$ cat config.mk
export PLATFORM = sky130hd
export DESIGN_NAME = seg7_scan_driver
export DESIGN_NICKNAME = d
export VERILOG_FILES = /design/src/rtl/seg7_scan_driver.sv
export SDC_FILE = /design/constraint.sdc
export NUM_CORES = 1
export LEC_CHECK = 0
export ABC_AREA = 1
export CORE_MARGIN = 2
export CORE_UTILIZATION = 58
export DETAILED_ROUTE_END_ITERATION = 6
export PLACE_DENSITY_LB_ADDON = 0.3
export SYNTH_ARGS = -nofsm -noshare
export SYNTH_HDL_FRONTEND = slang
export SYNTH_SLANG_ARGS = --single-unit
export TNS_END_PERCENT = 5
$ cat constraint.sdc
create_clock -name clk -period 4.4 [get_ports clk]
set_input_delay 0.44 -clock clk [delete_from_list [all_inputs] [get_ports clk]]
set_output_delay 0.44 -clock clk [all_outputs]
set_load 0.02 [all_outputs]
$ cat src/rtl/seg7_scan_driver.sv
// Six-digit multiplexed seven-segment driver: per-frame shadow capture, one digit per slot, blank guard.
// Optional blink support is compiled in with `define SEG7_BLINK_EN.
module seg7_scan_driver #(
  parameter int unsigned CLK_DIV      = 50000,
  parameter int unsigned BLANK_CYCLES = 4,
  parameter int unsigned BLINK_FRAMES = 64
) (
  input  logic       clk,
  input  logic       rst,
  input  logic [3:0] seg_bcd5,
  input  logic [3:0] seg_bcd4,
  input  logic [3:0] seg_bcd3,
  input  logic [3:0] seg_bcd2,
  input  logic [3:0] seg_bcd1,
  input  logic [3:0] seg_bcd0,
`ifdef SEG7_BLINK_EN
  input  logic [5:0] blink,
`endif
  output logic [6:0] seg,
  output logic [5:0] an,
  output logic       frame_tick
);
  localparam int unsigned DW = (CLK_DIV > 2) ? $clog2(CLK_DIV) : 1;

  function automatic logic [6:0] decode(input logic [3:0] c);
    case (c)
      4'd0:    decode = 7'b1000000;
      4'd1:    decode = 7'b1111001;
      4'd2:    decode = 7'b0100100;
      4'd3:    decode = 7'b0110000;
      4'd4:    decode = 7'b0011001;
      4'd5:    decode = 7'b0010010;
      4'd6:    decode = 7'b0000010;
      4'd7:    decode = 7'b1111000;
      4'd8:    decode = 7'b0000000;
      4'd9:    decode = 7'b0010000;
      4'd10:   decode = 7'b0111111;
      default: decode = 7'b1111111;
    endcase
  endfunction

  logic [DW-1:0]     div_q, div_d;
  logic [2:0]        idx_q, idx_d;
  logic [5:0][3:0]   sh_q, sh_d;
  logic              pend_q;
  logic [6:0]        seg_q, seg_d;
  logic [5:0]        an_q, an_d;
  logic              ft_q;
  logic              div_last, load, blank_digit;

  assign div_last = (32'(div_q) == CLK_DIV - 1);
  assign load     = pend_q | (div_last & (idx_q == 3'd5));

`ifdef SEG7_BLINK_EN
  localparam int unsigned FW = $clog2(BLINK_FRAMES) + 1;
  logic [5:0]    bl_sh_q;
  logic [FW-1:0] fcnt_q;
  logic          phase_q;

  // Phase flips on the load that completes each group of BLINK_FRAMES frame ticks.
  always_ff @(posedge clk) begin
    if (rst) begin
      bl_sh_q <= '0;
      fcnt_q  <= '0;
      phase_q <= 1'b0;
    end else if (load) begin
      bl_sh_q <= blink;
      if (32'(fcnt_q) >= BLINK_FRAMES - 1) begin
        fcnt_q  <= '0;
        phase_q <= ~phase_q;
      end else begin
        fcnt_q <= fcnt_q + FW'(1);
      end
    end
  end

  assign blank_digit = phase_q & bl_sh_q[idx_q];
`else
  assign blank_digit = 1'b0;
`endif

  always_comb begin
    div_d = div_last ? '0 : div_q + DW'(1);
    idx_d = idx_q;
    if (div_last) idx_d = (idx_q == 3'd5) ? 3'd0 : idx_q + 3'd1;
    sh_d  = load ? {seg_bcd5, seg_bcd4, seg_bcd3, seg_bcd2, seg_bcd1, seg_bcd0} : sh_q;
    // Outputs are driven from the pre-edge slot and shadow, so a load edge still shows old idx 5.
    an_d  = 6'h3F;
    seg_d = 7'h7F;
    if (32'(div_q) >= BLANK_CYCLES) begin
      an_d  = ~(6'b1 << idx_q);
      seg_d = blank_digit ? 7'h7F : decode(sh_q[idx_q]);
    end
  end

  always_ff @(posedge clk) begin
    if (rst) begin
      div_q  <= '0;
      idx_q  <= '0;
      sh_q   <= {6{4'd11}};
      pend_q <= 1'b1;
      seg_q  <= 7'h7F;
      an_q   <= 6'h3F;
      ft_q   <= 1'b0;
    end else begin
      div_q  <= div_d;
      idx_q  <= idx_d;
      sh_q   <= sh_d;
      pend_q <= 1'b0;
      seg_q  <= seg_d;
      an_q   <= an_d;
      ft_q   <= load;
    end
  end

  assign seg        = seg_q;
  assign an         = an_q;
  assign frame_tick = ft_q;
endmodule

==> flow_summary.yaml, run 1 <==
power_and_ir_drop:
  power_mw: 1.06
  sw_frac_of_total_pct: 23.3
  peakVddDrop_uv: 193
  p_comb_share_pct: 9.0
  power_frac_seq_pct: 52.4
  powerDensity_mw_per_mm2: 328
  switching_power_uw: 248
  p_clk_share_pct: 38.6
  p_leak_nw: 1.38
  cellInternalPower_uw: 816
cts:
  post_cts_buffers: 0
  htreeDepth: 3
  ctsLongestPathBuffers: 2
  root_buffer: "clkbuf_8"
  clk_pin_slew_ns: 0.06
  cts_resized: 0
  cts_buffers: 9
  clock_sinks: 58
  tritoncts: "done"
  clkLatencyLatePin_ns: 0.33
  cts_hold_buffers: 0
synthesis:
  async_reset_ff_share_pct: 0
  yosysSeqAreaShare_pct: 42.6
  syn_avg_cell_area_sq_um: 7.11
  synthDistinctLibCells: 28
  ys_ff_latch: 58
  yosys_warnings: 0
  synthesis.nets: 417
  syn-cell-area_sq_mm: 0.00272
  synth-main-ff-cell: "dfxtp_1"
  synth_edf_count: 0
  syn_inst: 383
cells_and_area:
  mostFrequentLayoutCell: "nand2_1"
  nNetsFinal: 454
  final_cell_mix: "nand2_1, dfxtp_1, nand3_1"
  design_area_sq_mm: 0.00325
  antenna_cells: 0
  syn_to_final_growth_pct: 19.2
  layout-drive-gt1-share_pct: 7.82
drt:
  avgViaCountPerCell: 5.18
  post_drt_wl_per_cell_microns: 11.9
  drt-initial-drc-count: 155
  dr.pass1.iters: 4
  route.detailed.drc: 0
  wl_microns: 5620
  ant_nets: 0
  via_count: 2453
grt:
  grt_pass1_wl_microns: 9950
  grt_max_degree: 31
  grt_use_total_pct: 24.1
  grt_overflow: 0
  grt_pass1_vias: 2339
  antenna_found_initial: 0
floorplan:
  dieArea_sq_mm: 0.00526
  rows: 24
  die-width_microns: 72.5
  coreArea_sq_mm: 0.00444
  io_pins: 40
  start_util_pct: 61.3
  fp.dieH_microns: 72.5
setup_path:
  cp-start-kind: "register"
  critical_path_class: "register to register"
  arrival_ns: 2.41
  cp_max_fo: 9
  required_ns: 4.62
  cp-end-kind: "register"
place:
  place_area_sq_mm: 0.00309
  hpwl_microns: 4130
  io_buffers: 39
  place.gp.congestion: 0.911
  pre_cts_slack_ns: 2.11
timing:
  slew_violations: 0
  fmax_mhz: 457
  slew_headroom_pct: 43.7
  post-route-min-period_ns: 2.19
  setup_viol: 0
  whs_ns: 0.462
  fin_worst_skew_ns: 0.00612
  setup_slack_ns: 2.21
  worstMarginPinSlew_ns: 0.843
  final_hold_viol_count: 0
  fin_setup_tns_ns: 0
  rsz0062_at_grt: "false"
  period_share_pct: 49.8
min_path:
  min_path_type: "register to register"
run:
  max_cap_violations: 0
outcome:
  status: "finished clean"
-- power by group through the flow --
stage	clock network (mW)	logic [mW]	registers, mW
after global routing	0.443	0.110	0.560
after detailed placement	0	0.0955	0.569
after CTS	0.416	0.0960	0.558
after global placement	0	0.0942	0.569
after floorplan	0	0.0609	0.567
final	0.411	0.0957	0.558
-- worst max-delay path, stage by stage (launching register included) --
cell and delay [ns]:
dfxtp_1 0.51, clkinv_2 0.21, nand2_1 0.15, nor2_2 0.10, nand2_1 0.09, nand2_1 0.05
a21oi_1 0.34, inv_1 0.12, ha_1 0.19, inv_1 0.06, nand3_1 0.07, a21oi_1 0.13
nand2_1 0.06
-- cell type report --
type / instances / area (sq um)
Fill cell: 360 / 1200
Multi-Input combinational cell: 280 / 1350
Tap cell: 52 / 65.1
Inverter: 32 / 124
Clock buffer: 13 / 159
Sequential cell: 58 / 1160
Timing Repair Buffer: 39 / 390
-- routing by layer --
metal | vias up | wire, microns | GRT usage [%]
li1 | 1296 | - | -
met3 | 12 | 319 | 7.08
met4 | 0 | 112 | 11.5
met5 | - | 0 | 0
met2 | 68 | 2560 | 38.4
met1 | 1077 | 2630 | 29.7
-- path summary, 6_finish.rpt --
| check | slack, ns | startpoint | to | cells past startpoint |
|---|---|---|---|---|
| max reg2reg | 2.21 | idx_q[1]$_SDFFE_PP0N_ | seg[6]$_SDFF_PP1_ | 12 |
| max | 2.21 | idx_q[1]$_SDFFE_PP0N_ | seg[6]$_SDFF_PP1_ | 12 |
| min reg2reg | 0.46 | sh_q[13]$_SDFFE_PP1P_ | sh_q[13]$_SDFFE_PP1P_ | 2 |
| min | 0.46 | sh_q[13]$_SDFFE_PP1P_ | sh_q[13]$_SDFFE_PP1P_ | 2 |
-- cell families (layout without fill, tap and decap cells) --
| logic type | count (synthesis) | count (layout) | synth area share [%] |
|---|---|---|---|
| compound gates | 32 | 32 | 6.16 |
| fa+ha+maj | 8 | 8 | 3.67 |
| buf+inv | 45 | 84 | 7.95 |
| flops | 58 | 58 | 42.6 |
| simple gates | 240 | 240 | 39.6 |
-- metrics by stage --
stage / instances / utilization [%]
final: 474 / 73.0
after global routing: 474 / 73.0
after CTS: 474 / 73.0
after detailed placement: 461 / 69.5
after global placement: 461 / 69.5
after floorplan: 383 / -
-- Yosys cell counts, types with 2 or more instances --
library cell	number	area, sq um
nand2_1	130	488
dfxtp_1	58	1160
nand3_1	49	245
nor2_1	30	113
inv_1	28	105
a21oi_1	17	85.1
o21ai_0	10	50.1
ha_1	8	100
nand4_1	6	37.5
buf_2	5	25.0
nor3_1	5	25.0
buf_6	4	45.0
nor2_2	4	25.0
o21ai_1	3	15.0
or2_2	3	18.8
a21oi_2	2	17.5
buf_4	2	15.0
clkbuf_1	2	7.51
inv_2	2	7.51
nand2_2	2	12.5
nand2_4	2	22.5
nand3_2	2	20.0
nor2_4	2	22.5
nor3b_1	2	15.0
nor4_1	2	12.5
-- state kept, by name (all words and copies together), names as in the netlist --
name and count:
idx_q 3, div_q 16, seg 7, sh_q 24
frame_tick 1, pend_q 1, an 6
Note: power is estimated with default switching activity, not from simulation.
==> run 2, diff against run 1 <==
--- a/config.mk
+++ b/config.mk
@@ -7,7 +7,7 @@
 export LEC_CHECK = 0
 export ABC_AREA = 1
 export CORE_MARGIN = 2
-export CORE_UTILIZATION = 58
+export CORE_UTILIZATION = 54
 export DETAILED_ROUTE_END_ITERATION = 6
 export PLACE_DENSITY_LB_ADDON = 0.3
 export SYNTH_ARGS = -nofsm -noshare
==> constraint.sdc (replaced) <==
create_clock -name clk -period 2.2 [get_ports clk]
set_input_delay 0.22 -clock clk [delete_from_list [all_inputs] [get_ports clk]]
set_output_delay 0.22 -clock clk [all_outputs]
set_load 0.02 [all_outputs]
==> flow_summary.yaml, run 2 (synthesis gave the netlist of run 1 again) <==
timing:
  worstMarginPinSlew_ns: 0.330
  slew_headroom_pct: 77.9
  fin_setup_tns_ns: 0
  whs_ns: 0.394
  final_hold_viol_count: 0
  post-route-min-period_ns: 1.82
  rsz0062_at_grt: "false"
  fin_worst_skew_ns: 0.00683
  fmax_mhz: 549
  slew_violations: 0
  setup_slack_ns: 0.377
  setup_viol: 0
  period_share_pct: 82.8
power_and_ir_drop:
  power_mw: 2.27
  switching_power_uw: 519
  powerDensity_mw_per_mm2: 681
  sw_frac_of_total_pct: 22.8
  cellInternalPower_mw: 1.75
  power_frac_seq_pct: 49.1
  p_leak_nw: 1.43
  peakVddDrop_uv: 456
  p_clk_share_pct: 42.2
  p_comb_share_pct: 8.7
grt:
  grt_max_degree: 26
  grt_overflow: 0
  grt_pass1_vias: 2314
  grt_use_total_pct: 22.4
  grt_pass1_wl_microns: 9690
  antenna_found_initial: 0
cells_and_area:
  fillers: 424
  multi_input_area_sq_mm: 0.00135
  antenna_cells: 0
  seq_area_sq_mm: 0.00116
  syn_to_final_growth_pct: 22.5
  largest_reg_flops: 24
  regMostFlops: "sh_q"
  nNetsFinal: 459
  layout-drive-gt1-share_pct: 9.81
  final_cell_mix: "nand2_1, dfxtp_1, nand3_1"
  mostFrequentLayoutCell: "nand2_1"
setup_path:
  cp-end-kind: "register"
  arrival_ns: 2.03
  critical_path_class: "register to register"
  cp-start-kind: "register"
  cp_max_fo: 14
  required_ns: 2.41
place:
  place.gp.congestion: 0.995
  pre_cts_slack_ns: 0.253
  io_buffers: 39
  hpwl_microns: 4280
cts:
  root_buffer: "clkbuf_8"
  clkLatencyLatePin_ns: 0.33
  tritoncts: "done"
  post_cts_buffers: 0
  clock_sinks: 58
  cts_resized: 0
  ctsLongestPathBuffers: 2
  clk_pin_slew_ns: 0.06
  htreeDepth: 3
  cts_buffers: 9
  cts_hold_buffers: 0
drt:
  dr.pass1.iters: 4
  wl_microns: 5730
  ant_nets: 0
  route.detailed.drc: 0
  avgViaCountPerCell: 5.07
  via_count: 2511
  drt-initial-drc-count: 122
  post_drt_wl_per_cell_microns: 11.6
outcome:
  status: "finished clean"
floorplan:
  io_pins: 40
  start_util_pct: 56.9
  dieArea_sq_mm: 0.00563
  coreArea_sq_mm: 0.00479
  rows: 25
  die-width_microns: 75.0
  fp.dieH_microns: 75.0
run:
  max_cap_violations: 0
min_path:
  min_path_type: "input port to register"
## run 2: cell types whose count changed in the layout (fill, tap and decap cells not counted), sizes merged
| cell | before | now |
|---|---|---|
| buf | 0 | 5 |
| bufinv | 0 | 1 |
| clkinv | 1 | 3 |
| clkbuf | 13 | 11 |
## run 2: stage by stage
stage	std cells	utilization (%)	cell area [sq um]
floorplan	383	-	2720
global placement	481	65.7	3140
detailed placement	481	65.7	3140
CTS	495	69.7	3330
global route	495	69.7	3340
finish	495	69.7	3340
## run 2: final cells by class
cell class	instances	share of cell area, %
inverter	32	3.71
timing repair buffer	44	12.8
sequential	58	34.8
tap	67	2.51
clock inverter	3	1.20
multi-input combinational	280	40.4
clock buffer	11	4.54
## run 2: worst paths after layout
check / from / end / slack, ns / cells past startpoint
setup reg to reg: idx_q[0]$_SDFFE_PP0N_ / seg[3]$_SDFF_PP1_ / 0.38 / 10
hold / removal: rst / pend_q$_DFF_P_ / 0.39 / 1
hold reg to reg: sh_q[23]$_SDFFE_PP1P_ / sh_q[23]$_SDFFE_PP1P_ / 0.46 / 2
setup / recovery: idx_q[0]$_SDFFE_PP0N_ / seg[3]$_SDFF_PP1_ / 0.38 / 10
## run 2: layer usage
metal	vias to the layer above	global-route usage (%)	share of wire, %
li1	1313	-	-
met1	1130	27.1	46
met2	54	38.1	48
met3	14	6.02	4.3
met4	0	8.73	1.8
met5	-	0	0
## run 2: critical path, stage by stage (launching register included)
cell     delay [ns]
dfxtp_2        0.47
nand2_1        0.11
nor2_2         0.26
nand2_1        0.09
nand2_1        0.07
a21oi_1        0.05
buf_4          0.16
ha_1           0.28
nand2_1        0.07
nand3_1        0.07
nand3_1        0.06
## run 2: power groups by stage
stage	Clock, mW	Sequential, mW	Combinational (mW)
5_1_grt	1.01	1.12	0.224
3_5_place_dp	0	1.14	0.197
6_report	0.957	1.12	0.197
2_1_floorplan	0	1.13	0.122
4_1_cts	0.973	1.12	0.198
3_3_place_gp	0	1.14	0.192
==> run 3, diff against run 2 <==
--- a/config.mk
+++ b/config.mk
@@ -7,7 +7,7 @@
 export LEC_CHECK = 0
 export ABC_AREA = 1
 export CORE_MARGIN = 2
-export CORE_UTILIZATION = 54
+export CORE_UTILIZATION = 49
 export DETAILED_ROUTE_END_ITERATION = 6
 export PLACE_DENSITY_LB_ADDON = 0.3
 export SYNTH_ARGS = -nofsm -noshare
==> constraint.sdc (replaced) <==
create_clock -name clk -period 1.6 [get_ports clk]
set_input_delay 0.16 -clock clk [delete_from_list [all_inputs] [get_ports clk]]
set_output_delay 0.16 -clock clk [all_outputs]
set_load 0.02 [all_outputs]
==> flow_summary.yaml, run 3 (synthesis gave the netlist of run 1 again) <==
setup_path:
  crit_family: "buffers and inverters"
  required_ns: 1.83
  r2r_start: "idx_q[2]$_SDFFE_PP0N_"
  cp-start-kind: "register"
  critical_path_class: "register to register"
  reg2reg_depth: 9
  cpPeakStageDelay_ns: 0.40
  cp_max_fo: 6
  reg2reg_to: "seg[6]$_SDFF_PP1_"
  arrival_ns: 1.93
  slowest_stage: "dfxtp_1"
  cp-end-kind: "register"
  cpMostUsedCell: "inv_2"
  ff2ff_setup_slack_ns: -0.1
  cp_cell_sequence: "inv_1 -> buf_4 -> a21oi_4 -> inv_2 -> ha_4 -> inv_2 -> nand3_1 -> a21oi_1 -> nand2_1"
  worst-path-buf-inv: 4
timing:
  post-route-min-period_ns: 1.70
  fin_worst_skew_ns: 0.00522
  period_share_pct: 106
  setup_slack_ns: -0.0963
  worstMarginPinSlew_ns: 0.358
  final_hold_viol_count: 0
  fmax_mhz: 590
  slew_violations: 0
  setup_viol: 5
  rsz0062_at_grt: "true"
  slew_headroom_pct: 76.0
  whs_ns: 0.342
floorplan:
  io_pins: 40
  start_util_pct: 50.1
  coreArea_sq_mm: 0.00544
  rows: 27
  die-width_microns: 78.6
  fp.dieH_microns: 78.6
  dieArea_sq_mm: 0.00617
drt:
  wl_microns: 6910
  route.detailed.drc: 0
  post_drt_wl_per_cell_microns: 13.2
  via_count: 2703
  ant_nets: 0
  avgViaCountPerCell: 5.18
  drt-initial-drc-count: 166
  dr.pass1.iters: 5
cts:
  cts_buffers: 9
  clock_sinks: 58
  cts_hold_buffers: 0
  clkLatencyLatePin_ns: 0.34
  htreeDepth: 3
  ctsLongestPathBuffers: 2
  clk_pin_slew_ns: 0.06
  root_buffer: "clkbuf_8"
  tritoncts: "done"
place:
  hpwl_microns: 4400
  place_area_sq_mm: 0.00327
  place.gp.congestion: 0.878
  io_buffers: 39
power_and_ir_drop:
  powerDensity_mw_per_mm2: 863
  sw_frac_of_total_pct: 23.9
  peakVddDrop_uv: 672
  p_clk_share_pct: 41.9
  switching_power_uw: 775
  cellInternalPower_mw: 2.47
  power_frac_seq_pct: 47.4
  power_mw: 3.24
  p_leak_nw: 1.56
  p_comb_share_pct: 10.7
run:
  max_cap_violations: 0
cells_and_area:
  final_cell_mix: "nand2_1, dfxtp_1, nand3_1"
  nNetsFinal: 479
  antenna_cells: 0
  design_area_sq_mm: 0.00375
  syn_to_final_growth_pct: 37.9
  mostFrequentLayoutCell: "nand2_1"
  fillers: 428
  regMostFlops: "sh_q"
  largest_reg_flops: 24
  layout-drive-gt1-share_pct: 22.9
outcome:
  status: "finished with violations"
  violations: "setup timing"
min_path:
  hold_depth: 1
  min_to: "pend_q$_DFF_P_"
  min_path_type: "input port to register"
  worstHoldStart: "rst"
grt:
  antenna_found_initial: 0
  grt_use_total_pct: 21.1
  grt_max_degree: 27
  grt_pass1_wl_microns: 10300
  grt_overflow: 0
  grt_pass1_vias: 2420
## run 3: cell type report
cell class | count | area (sq um) | share of cell area [%]
Clock inverter | 2 | 35.0 | 0.933
Tap cell | 72 | 90.1 | 2.40
Clock buffer | 14 | 163 | 4.33
Inverter | 32 | 130 | 3.47
Sequential cell | 58 | 1170 | 31.3
Multi-Input combinational cell | 280 | 1560 | 41.6
Timing Repair Buffer | 64 | 602 | 16.0
## run 3: power by group through the flow
| stage | sequential, mW | combinational (mW) | clock [mW] |
|---|---|---|---|
| after floorplan | 1.56 | 0.168 | 0 |
| after global placement | 1.56 | 0.280 | 0 |
| after detailed placement | 1.56 | 0.287 | 0 |
| after CTS | 1.53 | 0.290 | 1.38 |
| after global routing | 1.54 | 0.383 | 1.43 |
| final | 1.54 | 0.346 | 1.36 |
## run 3: how the worst max path moves through the flow
stage,from,to,slack (ns),cells after the start
3_3_place_gp,idx_q[1]$_SDFFE_PP0N_,seg[6]$_SDFF_PP1_,-0.01,12
2_1_floorplan,idx_q[1]$_SDFFE_PP0N_,seg[6]$_SDFF_PP1_,0.007,13
5_1_grt,idx_q[0]$_SDFFE_PP0N_,seg[6]$_SDFF_PP1_,-0.13,12
4_1_cts,idx_q[1]$_SDFFE_PP0N_,seg[6]$_SDFF_PP1_,0.0004,12
6_report,idx_q[2]$_SDFFE_PP0N_,seg[6]$_SDFF_PP1_,-0.1,9
3_5_place_dp,idx_q[0]$_SDFFE_PP0N_,seg[6]$_SDFF_PP1_,-0.05,12
## run 3: what timing repair did
item	CTS	global route
buffers inserted	1	5
setup endpoints to repair	7	47
gates resized for setup	3	65
pin swaps	0	17
hold endpoints to repair	0	0
cloned	0	0
## run 3: per-stage QoR
| step | worst slack, ns | setup TNS (ns) | cells | util (%) |
|---|---|---|---|---|
| after global placement | -0.0117 | -0.0164 | 500 | 60.2 |
| after global routing | -0.130 | -0.563 | 522 | 69.0 |
| after CTS | 0.000429 | 0 | 517 | 64.1 |
| final | -0.0963 | -0.175 | 522 | 69.0 |
| after detailed placement | -0.0455 | -0.136 | 500 | 60.2 |
| after floorplan | 0.00694 | 0 | 383 | - |
## run 3: layer usage
metal,share of wire (%),global-route usage [%],up-vias
met5,0,0,-
met3,4.2,7.24,23
met1,42,24.6,1260
li1,-,-,1355
met4,3.0,8.60,0
met2,50,35.4,65
